File: src/rtl/quiz_responder_ctrl_pkg.sv
// Shared types for the quiz responder controller.
// Holds the state encoding and the BCD digit width.
package quiz_responder_ctrl_pkg;

    localparam int BCD_W = 4;

    typedef enum logic [2:0] {
        ST_IDLE    = 3'd0,
        ST_ARMED   = 3'd1,
        ST_LOCKED  = 3'd2,
        ST_TIMEOUT = 3'd3,
        ST_FOUL    = 3'd4
    } state_t;

endpackage

File: src/rtl/quiz_responder_ctrl_if.sv
// Player/host inputs and display/indicator outputs of the responder.
// master drives the buttons (bench/debouncer), slave is the controller.
interface quiz_responder_ctrl_if #(
    parameter int N_PLAYERS = 4
) ();

    logic [N_PLAYERS-1:0] key_flag;
    logic                 host_start;
    logic                 host_clear;
    logic [N_PLAYERS-1:0] Led;
    logic [3:0]           winner_id;
    logic [2:0]           state_o;
    logic [23:0]          Number_Sig;

    modport master (
        output key_flag, host_start, host_clear,
        input  Led, winner_id, state_o, Number_Sig
    );

    modport slave (
        input  key_flag, host_start, host_clear,
        output Led, winner_id, state_o, Number_Sig
    );

endinterface

File: src/rtl/quiz_responder_ctrl_bin2bcd_99.sv
// Combinational 7-bit binary (0..99) to two BCD digits.
// Ports: bin in, tens/units out.
module bin2bcd_99
    import quiz_responder_ctrl_pkg::*;
(
    input  logic [6:0]       bin,
    output logic [BCD_W-1:0] tens,
    output logic [BCD_W-1:0] units
);

    always_comb begin
        tens  = BCD_W'(bin / 7'd10);
        units = BCD_W'(bin % 7'd10);
    end

endmodule

File: src/rtl/quiz_responder_ctrl.sv
// Quiz responder: answer window, lock-out, timeout, foul, win counters.
// Ports: s_clk, s_rst_n, bus (slave: keys/host in, Led/id/state/BCD out).
module quiz_responder_ctrl
    import quiz_responder_ctrl_pkg::*;
#(
    parameter int N_PLAYERS = 4,
    parameter int TICK_DIV  = 50_000_000,
    parameter int ARM_SEC   = 30,
    parameter int SCORE_EN  = 1
) (
    input  logic                  s_clk,
    input  logic                  s_rst_n,
    quiz_responder_ctrl_if.slave  bus
);

    localparam int TW = (TICK_DIV > 2) ? $clog2(TICK_DIV) : 1;
    localparam logic [6:0]    ARM_V  = 7'(ARM_SEC);
    localparam logic [TW-1:0] TICK_L = TW'(TICK_DIV - 1);

    if (N_PLAYERS < 2 || N_PLAYERS > 9) begin : g_bad_players
        $error("quiz_responder_ctrl: N_PLAYERS must be 2..9");
    end
    if (ARM_SEC < 1 || ARM_SEC > 99) begin : g_bad_arm
        $error("quiz_responder_ctrl: ARM_SEC must be 1..99");
    end

    // Lowest set index wins; returns 1-based id, 0 if nothing pressed.
    function automatic logic [3:0] lowest_id(
        input logic [N_PLAYERS-1:0] k
    );
        lowest_id = 4'd0;
        for (int i = N_PLAYERS - 1; i >= 0; i--) begin
            if (k[i]) lowest_id = 4'(i + 1);
        end
    endfunction

    state_t               state, state_n;
    logic [N_PLAYERS-1:0] led_q, led_n;
    logic [3:0]           win_q, win_n;
    logic [6:0]           cnt_q, cnt_n;
    logic [TW-1:0]        tick_q, tick_n;
    logic [3:0]           score_q [N_PLAYERS];
    logic [3:0]           win_score;
    logic [3:0]           press_id;
    logic [N_PLAYERS-1:0] press_oh;
    logic                 any_key;
    logic                 tick_wrap;
    logic                 expire;
    logic                 score_inc;
    logic [3:0]           cnt_t, cnt_u;

    always_comb begin
        any_key   = |bus.key_flag;
        press_id  = lowest_id(bus.key_flag);
        // Isolate the lowest set bit.
        press_oh  = bus.key_flag
                  & (~bus.key_flag + {{(N_PLAYERS-1){1'b0}}, 1'b1});
        tick_wrap = (tick_q == TICK_L);
        expire    = tick_wrap && (cnt_q <= 7'd1);
    end

    // State register.
    always_ff @(posedge s_clk or negedge s_rst_n) begin
        if (!s_rst_n) state <= ST_IDLE;
        else          state <= state_n;
    end

    // Next-state logic.
    always_comb begin
        state_n = state;
        if (bus.host_clear) begin
            state_n = ST_IDLE;
        end else begin
            case (state)
                ST_IDLE: begin
                    if (any_key)             state_n = ST_FOUL;
                    else if (bus.host_start) state_n = ST_ARMED;
                end
                ST_ARMED: begin
                    if (any_key)     state_n = ST_LOCKED;
                    else if (expire) state_n = ST_TIMEOUT;
                end
                ST_LOCKED, ST_TIMEOUT, ST_FOUL: state_n = state;
                default: state_n = ST_IDLE;
            endcase
        end
    end

    // Next values for the registered outputs and counters.
    always_comb begin
        led_n     = led_q;
        win_n     = win_q;
        cnt_n     = cnt_q;
        tick_n    = tick_q;
        score_inc = 1'b0;
        if (bus.host_clear) begin
            led_n  = '0;
            win_n  = 4'd0;
            cnt_n  = ARM_V;
            tick_n = '0;
        end else begin
            case (state)
                ST_IDLE: begin
                    if (any_key) begin
                        led_n = press_oh;
                        win_n = press_id;
                    end else if (bus.host_start) begin
                        cnt_n  = ARM_V;
                        tick_n = '0;
                    end
                end
                ST_ARMED: begin
                    if (any_key) begin
                        led_n     = press_oh;
                        win_n     = press_id;
                        score_inc = 1'b1;
                    end else if (tick_wrap) begin
                        tick_n = '0;
                        cnt_n  = cnt_q - 7'd1;
                    end else begin
                        tick_n = tick_q + 1'b1;
                    end
                end
                ST_LOCKED, ST_TIMEOUT, ST_FOUL: ;
                default: begin
                    led_n  = '0;
                    win_n  = 4'd0;
                    cnt_n  = ARM_V;
                    tick_n = '0;
                end
            endcase
        end
    end

    always_ff @(posedge s_clk or negedge s_rst_n) begin
        if (!s_rst_n) begin
            led_q  <= '0;
            win_q  <= 4'd0;
            cnt_q  <= ARM_V;
            tick_q <= '0;
        end else begin
            led_q  <= led_n;
            win_q  <= win_n;
            cnt_q  <= cnt_n;
            tick_q <= tick_n;
        end
    end

    for (genvar i = 0; i < N_PLAYERS; i++) begin : g_score
        if (SCORE_EN != 0) begin : g_on
            always_ff @(posedge s_clk or negedge s_rst_n) begin
                if (!s_rst_n) begin
                    score_q[i] <= 4'd0;
                end else if (score_inc
                             && press_id == 4'(i + 1)
                             && score_q[i] < 4'd9) begin
                    score_q[i] <= score_q[i] + 4'd1;
                end
            end
        end else begin : g_off
            assign score_q[i] = 4'd0;
        end
    end

    always_comb begin
        win_score = 4'd0;
        for (int i = 0; i < N_PLAYERS; i++) begin
            if (win_q == 4'(i + 1)) win_score = score_q[i];
        end
    end

    bin2bcd_99 u_cnt_bcd (
        .bin   (cnt_q),
        .tens  (cnt_t),
        .units (cnt_u)
    );

    // Output drive.
    always_comb begin
        bus.Led        = led_q;
        bus.winner_id  = win_q;
        bus.state_o    = state;
        bus.Number_Sig = {win_q, 1'b0, state, cnt_t, cnt_u,
                          4'd0, win_score};
    end

endmodule

File: src/flat_wrapper.sv
// flat-port wrapper written by rule: the top's interface ports become plain ports
module quiz_responder_ctrl_flat import quiz_responder_ctrl_pkg::*;
#(
    parameter int N_PLAYERS = 4,
    parameter int TICK_DIV  = 50_000_000,
    parameter int ARM_SEC   = 30,
    parameter int SCORE_EN  = 1
)
  (s_clk, s_rst_n, bus_key_flag, bus_host_start, bus_host_clear, bus_Led, bus_winner_id, bus_state_o, bus_Number_Sig);
  quiz_responder_ctrl_if #(.N_PLAYERS(N_PLAYERS)) bus_i ();
  input  logic s_clk;
  input  logic s_rst_n;
  input wire logic [$bits(bus_i.key_flag)-1:0] bus_key_flag;
  input wire logic [$bits(bus_i.host_start)-1:0] bus_host_start;
  input wire logic [$bits(bus_i.host_clear)-1:0] bus_host_clear;
  output wire logic [$bits(bus_i.Led)-1:0] bus_Led;
  output wire logic [$bits(bus_i.winner_id)-1:0] bus_winner_id;
  output wire logic [$bits(bus_i.state_o)-1:0] bus_state_o;
  output wire logic [$bits(bus_i.Number_Sig)-1:0] bus_Number_Sig;
  assign bus_i.key_flag = bus_key_flag;
  assign bus_i.host_start = bus_host_start;
  assign bus_i.host_clear = bus_host_clear;
  assign bus_Led = bus_i.Led;
  assign bus_winner_id = bus_i.winner_id;
  assign bus_state_o = bus_i.state_o;
  assign bus_Number_Sig = bus_i.Number_Sig;
  quiz_responder_ctrl #(.N_PLAYERS(N_PLAYERS), .TICK_DIV(TICK_DIV), .ARM_SEC(ARM_SEC), .SCORE_EN(SCORE_EN)) u_core (.s_clk(s_clk), .s_rst_n(s_rst_n), .bus(bus_i));
endmodule
File: config.mk
export PLATFORM = sky130hd
export DESIGN_NAME = quiz_responder_ctrl_flat
export DESIGN_NICKNAME = d
export VERILOG_FILES = /design/src/rtl/quiz_responder_ctrl_pkg.sv /design/src/rtl/quiz_responder_ctrl_if.sv /design/src/rtl/quiz_responder_ctrl_bin2bcd_99.sv /design/src/rtl/quiz_responder_ctrl.sv /design/src/flat_wrapper.sv
export SDC_FILE = /design/constraint.sdc
export NUM_CORES = 1
export LEC_CHECK = 0
export BUFFER_PORTS_ARGS = -buffer_cell sky130_fd_sc_hd__buf_2
export CORE_MARGIN = 10
export CORE_UTILIZATION = 64
export DETAILED_ROUTE_END_ITERATION = 16
export GPL_ROUTABILITY_DRIVEN = 0
export MAX_ROUTING_LAYER = met4
export PLACE_DENSITY = 0.86
export SLEW_MARGIN = 20
export SYNTH_ARGS = -nofsm -noshare
export SYNTH_HDL_FRONTEND = slang
export SYNTH_SLANG_ARGS = --single-unit
File: constraint.sdc
create_clock -name s_clk -period 4.1 [get_ports s_clk]
set_input_delay 0.615 -clock s_clk [delete_from_list [all_inputs] [get_ports s_clk]]
set_output_delay 0.615 -clock s_clk [all_outputs]
set_load 0.005 [all_outputs]
==> out/results.txt, run 1 <==
The flow ran to the end, and the final reports show no timing, DRC or antenna violations. Setup repair after global routing left no endpoint under its margin. The min-delay analysis places its worst path in the category input pin to asynchronous set/reset pin. Derived from the worst setup path, the maximum achievable clock frequency is 301 MHz. For the final database, setup skew stands at 0.00527 ns.

The clock-pin slew of the registers on the worst-case setup and hold paths works out to 0.07 ns. Startpoint type of the worst setup path: a flip-flop. Yosys printed 0 warnings. The run gives 0 as the DRC violation count after routing.

By area, the combinational part of the netlist is dominated by simple AND/OR/NAND/NOR gates. The highest ir drop seen on vdd came out at 0.000218 V. Launching point of the worst reg2reg path: u_core.tick_q[0]. In this run the power spent charging and discharging nets is 318 uW. The run gives 0.319 as the met2 capacity usage during global routing. Wires add up to 9380 um.

The most used flip-flop cell after synthesis is dfrtp_1. Across the run, the number of max-cap violations was 0. The clock network fraction of total power is 0.406, and the first-iteration detailed-routing DRC count is 264. Once layout is done, the placed cells without fillers occupy 4200 um2. Gate count of the mapped netlist: 439. The post-synthesis mux area share is 0.0128, and the effective utilization at floorplan is 0.662. The met3 track demand over resource was 0.0479; the leakage power summed over all cells was 0.00187 uW. The count of flip-flops with a built-in enable after synthesis is 0. The layout cell share with drive strength beyond 1 works out to 0.168. The per-cell routed wire length came out at 17.4 um. Post-layout total power: 1200 uW. The worst setup path is captured at an output port. The proportion of register bits with asynchronous set or reset after synthesis is 1.00. The fraction of the cycle the final worst path needs is 0.809, and the setup slack on the worst flop-to-flop path is 1.28 ns.

The clock root buffer master is clkbuf_8. For the number of buffers inserted during clock tree synthesis, the log shows 9. The worst register-to-register path ends at u_core.tick_q[19].

From bottom edge to top edge, the die measures 98.3 um. The internal portion of the total power is 879 uW. The final worst hold slack is 0.396 ns, and the adder-cell area share of the yosys netlist is 0.0473. The tools report the pin count of the biggest net entering global routing as 43. The run gives 0 as the antenna cell count. The first global-routing pass estimated 16,000 um of wire. In this run, post-CTS repair resized a total of 0 instances. Leaving out fill and tap cells, the most frequent cell in the layout is dfrtp_1. For the setup total negative slack, the log shows 0 ns. For this design the top-level I/O count stands at 43.

The number of unique standard cell types used by synthesis is 73, and the worst-case clock buffer depth is 2. The number of hold violations in the final report was 0; the signed area change from the synthesized netlist to the final layout was 7.28%. After synthesis, the mean cell area works out to 8.93 um2. Following the worst setup path forward leads to its endpoint at bus_Number_Sig[9]. Of all nets on the critical path, the largest fanout is 14.

Via count of the first global-routing pass: 3,377. The floorplan step defined a die boundary enclosing 9650 um2. The transition at the pin with the smallest max-transition slack was 1.03 ns.

Hold repair after CTS inserted 0 buffers. In this run the cell area of the synthesized design comes to 3920 um2. Detailed routing inserted a total of 3,465 vias. The logs give 0.239 for the met1 routing resource usage after global routing and 0 for the count of pins over their slew limit. The most utilized layer in the global route result is met2.

Dividing total power by cell area gives a power density of 285 nW/um2. Post-CTS repair timing setup buffer count: 0. Setup violations remaining at the end of the flow were counted as 0. After synthesis the netlist holds a flip-flop and latch count of 59. The clock period minus worst slack was 3.32 ns; the overall die width was 98.3 um.

TritonCTS built the clock tree. The tools report the clock latency on the worst-skew pair as 0.35 ns. The worst register-to-register path has a depth of 7. For the CTS sink count, the log shows 59. The run gives 0 as the number of antenna violations at the first check in global routing. The floorplan step defined a core boundary enclosing 5920 um2.

The sequential share of the synthesized area was 0.378. Basic-gate share of the synthesized area counting and, or, nand and nor cells: 0.224. Detailed placer's ending HPWL: 6490 um. The run gives 0.083 as the combinational power share. Post-synthesis share of cell area spent on xor and xnor gates: 0.0246. The first detailed-routing pass took 5 iterations. In the routed layout, each cell is associated on average with a via count of 6.42. In this run the number of H-tree levels came out at 3. Type of the setup path with the least slack: flip-flop to output port. The overall routing resource usage is 0.200, and the cell area reported after detailed placement is 4030 um2. The placement row count is 28. The synthesized-area fraction occupied by ao, oa, aoi and oai cells came out at 0.223. In the layout the commonest cells are 55 x dfrtp_1, 38 x inv_1, 35 x buf_2, 34 x nand2_1, 23 x o21ai_0. The logs give 0.305 for the normalized max-slew margin and 0 for the remaining global-route overflow. Once detail routing completed, the nets flagged for antenna violations numbered 0.

The tools report the worst setup path startpoint as u_core.cnt_q[6]. The switching part of the total power is 0.266. The run gives 3.48 ns as the data required time of the critical path. The quantity of I/O buffers inserted on ports was 35; the critical path arrival was 2.70 ns. The tools report the power share of the sequential group as 0.512.

At the end of the flow, the number of nets in the layout was 482.
[power by group through the flow]
stage	clock network (uW)	registers, uW	logic, uW
final	486	613	98.9
after global routing	514	614	112
after CTS	487	613	99.2
after detailed placement	0	623	98.4
after global placement	0	622	93.9
after floorplan	0	617	67.4
[routing by layer]
metal / share of wire / routed length [um] / vias to the layer above
li1: - / - / 1633
met1: 0.43 / 4020 / 1708
met2: 0.50 / 4670 / 106
met3: 0.055 / 515 / 18
met4: 0.018 / 169 / 0
met5: 0 / 0 / -
[flip-flops by register name, indices dropped and copies added, names as in the netlist]
name,count
u_core.tick_q,26
u_core.bus.state_o,3
u_core.cnt_q,7
u_core.bus.winner_id,3
u_core.score_q,16
u_core.bus.Led,4
[worst max-delay path, stage by stage (launching register included)]
cell      delay, ns
dfrtp_1        0.62
or3b_2         0.50
a31oi_1        0.15
a211o_1        0.16
inv_1          0.06
ha_1           0.20
inv_1          0.07
o221ai_1       0.12
o211ai_1       0.17
xnor2_1        0.15
buf_2          0.14
[cell type report]
type                            instances  area, um2
Multi-Input combinational cell        314       2110
Fill cell                             455       1720
Sequential cell                        59       1480
Timing Repair Buffer                   38        198
Clock buffer                           11        151
Inverter                               38        143
Tap cell                               75       93.8
Clock inverter                          5       27.5
[stage by stage]
step / worst slack, ns / std cells / utilization
CTS: 0.797 / 540 / 0.710
finish: 0.783 / 540 / 0.710
floorplan: 1.45 / 445 / -
global placement: 1.25 / 524 / 0.680
global route: 0.588 / 540 / 0.710
detailed placement: 1.18 / 524 / 0.680
[synthesized netlist by cell type, types with 3 or more instances]
| master | number | area (um2) |
|---|---|---|
| clkbuf_1 | 14 | 52.6 |
| o31ai_1 | 3 | 22.5 |
| xnor2_1 | 11 | 96.3 |
| nor2_1 | 19 | 71.3 |
| nor2b_1 | 7 | 43.8 |
| a31oi_1 | 6 | 37.5 |
| nand2_1 | 34 | 128 |
| a22o_1 | 7 | 61.3 |
| nand3b_1 | 4 | 30.0 |
| nand3_1 | 20 | 100 |
| a22oi_1 | 4 | 30.0 |
| dfrtp_1 | 55 | 1380 |
| buf_4 | 15 | 113 |
| o21ai_0 | 23 | 115 |
| or2_2 | 3 | 18.8 |
| inv_1 | 38 | 143 |
| mux2i_1 | 5 | 50.1 |
| nor4_1 | 7 | 43.8 |
| ha_1 | 14 | 175 |
| a41o_1 | 4 | 40.0 |
| o21ai_1 | 10 | 50.1 |
| a21o_1 | 8 | 60.1 |
| or4_1 | 15 | 113 |
| and2_1 | 3 | 18.8 |
| buf_6 | 3 | 33.8 |
| nand2b_1 | 8 | 50.1 |
| and4_1 | 3 | 26.3 |
| nand4_1 | 7 | 43.8 |
| or3_1 | 4 | 25.0 |
| nor3_1 | 5 | 25.0 |
| dfstp_2 | 4 | 105 |
| a211oi_1 | 5 | 37.5 |
| a21oi_1 | 19 | 95.1 |
| o22ai_1 | 6 | 37.5 |
[logic make-up after synthesis]
kind of cell	after synthesis
AO/OA/AOI/OAI	124
other	1
multiplexers	5
flip-flops	59
XOR/XNOR	11
buffers and inverters	72
adder cells (fa/ha/maj)	15
AND/OR/NAND/NOR	152
[how the worst min path moves through the flow]
| stage | startpoint | end | slack (ns) | cells after the start |
|---|---|---|---|---|
| after global placement | u_core.bus.Led[3] | u_core.bus.Led[3] | 0.46 | 1 |
| after detailed placement | u_core.bus.Led[3] | u_core.bus.Led[3] | 0.46 | 1 |
| after global routing | s_rst_n | u_core.bus.Led[3] | 0.46 | 1 |
| after floorplan | s_rst_n | u_core.bus.Led[0] | 0.32 | 0 |
| final | s_rst_n | u_core.score_q[4] | 0.40 | 1 |
| after CTS | s_rst_n | u_core.score_q[4] | 0.42 | 1 |
(Power assumes the default switching activity.)
==> run 2, diff against run 1 <==
Settings changed: CORE_UTILIZATION 64 to 54, PLACE_DENSITY 0.86 to 0.77.
Clock period 4.1 ns to 3 ns, I/O delays scaled along.
==> run 2 against run 1 <==
Net effect:
- global-route usage fell by 2.5 points
- sequential power grew 36%
- design area is 3.7% higher
- routed wire length grew 1.9%
- worst setup slack lost 0.62 ns
- final cell count increased by 6.3%
- critical path depth unchanged
- via count fell by 0.55%
- sequential share of layout area decreased by 1.2 points
- non-clock buffer count up 13
- total power grew 43%
- count of clock-buffer cells in the layout fell by 2
==> out/results.txt, run 2 (synthesized netlist as in run 1, its figures left out) <==
The run finished with clean final reports. The highest attainable clock frequency was 353 MHz; the cell area power density was 393 nW/um2. In the layout the commonest cells are 55 x dfrtp_1, 38 x inv_1, 36 x buf_2, 34 x nand2_1, 23 x o21ai_0. The floorplan step defined a core boundary enclosing 6910 um2. At the placement stage, the worst setup path has a slack of 0.408 ns. The reported max-cap violation count was 0. The number of antenna violations at the first check in global routing was 0. The tools report the final-report setup violation count as 0.

The tools report the effective utilization at floorplan as 0.567. Entering global routing, the biggest net connects 27 pins. The worst register-to-register path begins at u_core.tick_q[0]. The layout filler cell count is 611. The largest registers in the layout are u_core.tick_q (26), u_core.score_q (16), u_core.cnt_q (7). The worst hold path belongs to the class input pin to asynchronous set/reset pin. In this run the count of I/O pins placed on the die edge is 43.

The final layout contains routed wiring with a total length of 9560 um. The tools report the final design utilization as 0.631. Dividing the detail-routed via count by the number of cells gives 6.00.

The register with the most flip-flops in the layout has 26 of them. The switching part of the total power is 0.269. The number of hold violations in the final report came out at 0.

The register with the most flip-flops is u_core.tick_q. The quantity of I/O buffers inserted on ports was 35. The clock root buffer master is clkbuf_8. In this run the worst path has a maximum fanout of 8. STA puts the critical path data required time at 2.55 ns.

The vertical extent of the die was 105 um; the final worst setup slack was 0.166 ns. The layer flagged by global routing as most heavily used is met2. The met2 capacity usage during global routing came out at 0.277.

The run gives 0.000234 V as the highest ir drop seen on vdd. The via count of the first global-routing pass is 3,311, and the CTS sink count is 59. In this run, CTS created clock tree buffers numbering 9. Cell count of the worst reg-to-reg path: 7. In this run, post-CTS hold repair placed 0 buffers.

The combinational power share was 0.082; the clock latency on the worst-skew pair was 0.34 ns. The met1 routing resource usage after global routing is 0.213, and the antenna cell count is 0. In this run the critical register-to-register path is captured at u_core.tick_q[5]. The placed instances occupy a cell area of 4110 um2. The tools report the overall routing resource usage as 0.176. In this run, the number of DRC markers left after iteration 0 of detailed routing was 194. The net count of the finished layout is 495. The first global-routing pass estimated 16,000 um of wire.

For the die footprint, the log shows 11,100 um2. TritonCTS built the clock tree. The signed area change from the synthesized netlist to the final layout came out at 11.2%. The critical path arrival is 2.38 ns, and the combined flip-flop and latch cell area is 1490 um2. Summed over all nets, the half-perimeter wirelength after detailed placement is 6750 um.

The setup slack on the worst flop-to-flop path is 0.43 ns, and the per-cell routed wire length is 16.7 um. Once layout is done, the placed cells without fillers occupy 4360 um2. For this run, the detailed router's first-pass iteration total came to 5. The H-tree was split into 3 levels. STA classifies the critical path startpoint as a flip-flop. In the routed design, unresolved DRC markers number 0. Summing over every cut layer, the via total after detailed routing is 3,446. The layout cell share with drive strength beyond 1 came out at 0.192. The count of pins over their slew limit was 0; the internal power was 1250 uW. The run gives 30 as the placement row count. The most critical setup path has its startpoint at u_core.cnt_q[4]. The clock network fraction of total power is 0.431, and the transition at the pin with the smallest max-transition slack is 0.737 ns. The met3 track demand over resource is 0.0442. Power share of the sequential group: 0.487. The worst setup path is of the flip-flop to output port kind. The analysis attributes to net switching a power of 462 uW. The number of nets with antenna violations after routing is 0, and the clock period minus worst slack is 2.83 ns. The normalized max-slew margin is 0.504, and the overall die width is 105 um. After global routing the overflow that remains totals 0. Endpoint class of the critical path: an output port.

Between clock sinks in the finished design, the worst skew comes to 0.0144 ns. The fraction of the cycle the final worst path needs is 0.945, and the footprint of the multi-input gates is 2120 um2. The leading cell type in the layout, fill and taps excluded was dfrtp_1. The clock passes through at most 2 buffers. The tools report the leakage power summed over all cells as 0.00193 uW. The most critical setup path has its endpoint at bus_Number_Sig[9]. Clock-pin slew was measured on the worst setup and hold paths at 0.07 ns.
-- run 2: cell types whose count changed in the layout (fill, tap and decap cells not counted), moves of 2 or more --
cell        before  now
buf_4            3   15
clkinv_2         4    0
clkinvlp_4       1    4
clkbuf_8        11    9
-- run 2: layout make-up --
type,count,share of cell area
Timing Repair Buffer,51,0.0672
Sequential cell,59,0.341
Tap cell,96,0.0276
Clock inverter,7,0.0178
Multi-Input combinational cell,314,0.486
Clock buffer,9,0.0284
Inverter,38,0.0327
-- run 2: worst max-delay path, cell delays in order (launching register included) --
cell,delay (ns)
dfstp_2,0.41
or3b_4,0.39
a31oi_1,0.18
a211o_1,0.16
inv_1,0.06
ha_1,0.20
inv_1,0.08
o221ai_1,0.13
o211ai_1,0.16
xnor2_1,0.15
buf_2,0.14
-- run 2: worst min-delay path by stage --
stage | startpoint | cells past startpoint | slack, ns | to
floorplan | s_rst_n | 0 | 0.15 | u_core.bus.Led[0]
finish | s_rst_n | 1 | 0.07 | u_core.score_q[0]
global placement | s_rst_n | 1 | 0.44 | u_core.score_q[9]
CTS | s_rst_n | 1 | 0.08 | u_core.tick_q[25]
global route | s_rst_n | 1 | 0.08 | u_core.tick_q[25]
detailed placement | s_rst_n | 1 | 0.44 | u_core.score_q[10]
-- run 2: routing by layer --
layer / wire length (um) / vias to the layer above
met5: 0 / -
met4: 79 / 0
met3: 545 / 8
met2: 4660 / 106
met1: 4270 / 1665
li1: - / 1667
-- run 2: power groups by stage --
stage | Clock [uW] | Combinational (uW) | Sequential (uW)
6_report | 740 | 141 | 835
5_1_grt | 799 | 158 | 837
4_1_cts | 751 | 142 | 834
3_3_place_gp | 0 | 135 | 849
2_1_floorplan | 0 | 92.1 | 844
3_5_place_dp | 0 | 140 | 849
-- run 2: per-stage QoR --
step	total power, uW	hold slack [ns]	TNS (ns)	cells
detailed placement	990	0.444	0	553
global placement	984	0.439	0	553
global route	1790	0.0849	-0.00143	574
finish	1720	0.0727	0	574
floorplan	936	0.154	0	445
CTS	1730	0.0781	0	569
-- run 2: repair_timing --
action	in CTS	in global routing
buffers inserted	0	5
resized for setup	0	3
endpoints found under the setup margin	0	3
==> run 3, diff against run 2 <==
Settings changed: CORE_ASPECT_RATIO set to 1.4, CORE_UTILIZATION 54 to 40, PLACE_DENSITY 0.77 to unset.
==> run 3 against run 2 <==
Net effect:
- global-route usage is 3.5 points lower
- via count is 0.23% higher
- final cell count is 6.8% higher
- first-iteration DRC count is 27% higher
- flip-flop and latch count stayed put
- critical path depth is 1 higher
- worst hold slack worse by 0.0014 ns
- die area is 28% higher
- combinational power hardly changed
- total power is 17% higher
- critical endpoint unchanged
- highest routed layer unchanged
==> out/results.txt, run 3 (synthesized netlist as in run 1, its figures left out) <==
The via count of the first global-routing pass was 3,317; the signed area change from the synthesized netlist to the final layout was 15.6%. The clock root buffer master is clkbuf_16. Static timing analysis puts the maximum clock frequency at 350 MHz. For the pin with the worst max-slew slack, the measured transition is 0.723 ns. The clock passes through at most 2 buffers. Broken down by cell family, the worst path's largest delay share belongs to compound AO/OA/AOI/OAI gates. The number of ports placed on the die boundary was 43; the switching power was 471 uW. The startpoint identified for the worst register-to-register timing path is u_core.tick_q[7].

The final-stage net count came out at 498. The largest registers in the layout are u_core.tick_q (26), u_core.score_q (16), u_core.cnt_q (7). The library cell used most frequently in the layout, excluding fill and tap cells, is dfrtp_1. The worst path needs 2.86 ns of the cycle, external delays included. Setup violations remaining at the end of the flow were counted as 0. The flow ran to the end, and the final reports show no timing, DRC or antenna violations.

The most prevalent standard cell on the critical path is inv_1. Type of the setup path with the least slack: flip-flop to output port. TritonCTS built the clock tree.

The run gives 0 as the number of antenna violations at the first check in global routing. For this design, the slowest cell found on the critical path is dfstp_2. Across the run, the number of max-cap violations was 0. Leakage power summed over all cells: 0.00200 uW. The critical path goes through buf_4, nand3b_1, a31oi_2, a211o_1, inv_1, ha_2, inv_1, o221ai_1, o211ai_1, xnor2_1, buf_2.

Wire segments on met3 add up to 234 um in the final route. The number of buffers inserted for hold repair after clock tree synthesis was 0; the per-cell routed wire length was 16.1 um. The internal power is 1530 uW. For the worst setup path, the data required time is 2.55 ns. The sequential cells in the finished layout cover a total of 1490 um2.

The die covers 14,200 um2. The number of levels the H-tree was split into was 3; the routed wire length was 9860 um. The register with the most flip-flops in the layout has 26 of them.

The final setup skew is 0.00869 ns, and the critical path arrival is 2.41 ns. The detailed placer's ending HPWL came out at 6970 um. For the count of pins over their slew limit, the log shows 0. The highest ir drop seen on vdd was 0.000292 V; the setup slack on the worst flop-to-flop path was 0.60 ns. The class of the tightest hold or removal check was input pin to asynchronous set/reset pin. Uppermost layer routed: met4.

The run gives 0.512 as the clock network fraction of total power. Summed over all failing endpoints, the final setup total negative slack is 0 ns. Along the worst path, the maximum fanout reaches 6.

The number of hold violations in the final report is 0. For this design the ratio of total power to cell area is 441 nW/um2. For the combinational power share, the log shows 0.070.

The clock reaches the later pin of the worst-skew pair after 0.33 ns. Entering global routing, the biggest net connects 38 pins. Counting flops per register, the top entry is u_core.tick_q. The number of buffers inserted during clock tree synthesis was 9. The power share of the sequential group was 0.419; the vias after detailed routing was 3,454. The switching part of the total power is 0.236, and the vertical extent of the die is 137 um. The effective utilization at floorplan was 0.412. Worst setup path startpoint: u_core.cnt_q[3]. Summing all multi-input logic gate instances after layout gives 2130 um2.

The first global-routing pass estimated 16,400 um of wire. The quantity of I/O buffers inserted on ports works out to 35. CTS sink count: 59. STA classifies the critical path startpoint as a flip-flop. The total iterations of the first detailed-routing run was 4; the cell count of the worst reg-to-reg path was 6. The worst setup path is captured at an output port.

The filler cells instantiated in the layout total 927. The normalized max-slew margin is 0.518. The remaining global-route overflow came out at 0. The overall die width is 104 um, and the fraction of the cycle the final worst path needs is 0.953. The run gives 9510 um2 as the core footprint.

After floorplanning, the core was divided into 42 placement rows. The final design utilization was 0.476; the layout cell share with drive strength beyond 1 was 0.202. In the routed layout, each cell is associated on average with a via count of 5.63. For this run, the slowest stage of the critical path takes 0.60 ns.

For the routed length on met2, the log shows 5210 um. The worst register-to-register path ends at u_core.tick_q[5]. After clock tree synthesis, the clock-pin slew on the worst setup and hold paths is 0.06 ns.

The first routing iteration left 246 violations. Once detail routing completed, the nets flagged for antenna violations numbered 0. After detailed routing, the number of remaining DRC violations is 0. For the overall routing resource usage, the log shows 0.141. The top cell types in the final layout, fill and taps aside, are 54 x dfrtp_1, 38 x inv_1, 36 x buf_2, 34 x nand2_1, 22 x o21ai_0. For the wire length on met1, the log shows 4270 um.

The antenna cell count was 0. The final worst hold slack came out at 0.0712 ns. Sum of buffers and inverters on the critical path: 4.
==> run 3: changes by cell type in the layout (fill, tap and decap cells not counted), moves of 2 or more <==
cell        previous run  this run
clkbuf_16              0         9
buf_4                 15        17
clkbuf_8               9         1
clkinv_2               0         3
clkinvlp_4             4         1
==> run 3: routing by layer <==
metal	track usage	vias to the layer above
li1	-	1677
met1	0.154	1716
met2	0.251	48
met3	0.0231	13
met4	0.0566	0
met5	-	-
==> run 3: cell type report <==
class | instances | share of cell area
sequential | 59 | 0.329
clock inverter | 5 | 0.0116
multi-input combinational | 314 | 0.469
timing repair buffer | 54 | 0.0690
clock buffer | 11 | 0.0536
tap | 132 | 0.0364
inverter | 38 | 0.0315
==> run 3: worst max-delay path by stage <==
stage	to	slack, ns	cells past startpoint
6_report	bus_Number_Sig[9]	0.14	11
5_1_grt	bus_Number_Sig[9]	-0.03	10
4_1_cts	bus_Number_Sig[9]	0.02	10
3_5_place_dp	bus_Number_Sig[9]	0.35	10
3_3_place_gp	bus_Number_Sig[9]	0.45	10
2_1_floorplan	bus_Number_Sig[9]	0.51	10
==> run 3: stage by stage <==
stage	instance area, um2	cells	worst slack (ns)	power (uW)
after CTS	4450	605	0.0236	2010
after global placement	4160	589	0.446	988
after global routing	4530	613	-0.0257	2080
after floorplan	3940	445	0.514	936
final	4530	613	0.142	2000
after detailed placement	4160	589	0.349	992
==> run 3: power groups by stage <==
| stage | clock [uW] | combinational (uW) | sequential (uW) |
|---|---|---|---|
| floorplan | 0 | 92.1 | 844 |
| global placement | 0 | 138 | 850 |
| detailed placement | 0 | 142 | 850 |
| CTS | 1030 | 142 | 838 |
| global route | 1080 | 159 | 840 |
| finish | 1020 | 139 | 837 |
==> run 3: worst register-to-register path: cells and delay by family, from the launching register on <==
| family | cells | cell delay [ns] |
|---|---|---|
| compound gates | 3 | 0.66 |
| simple gates | 2 | 0.92 |
| buf+inv | 1 | 0.27 |
| flops | 1 | 0.45 |
==> run 3: what timing repair did <==
item,CTS,global route
setup endpoints to repair,1,3
pin swaps,0,3
gates resized for setup,1,7
buffers inserted,0,8
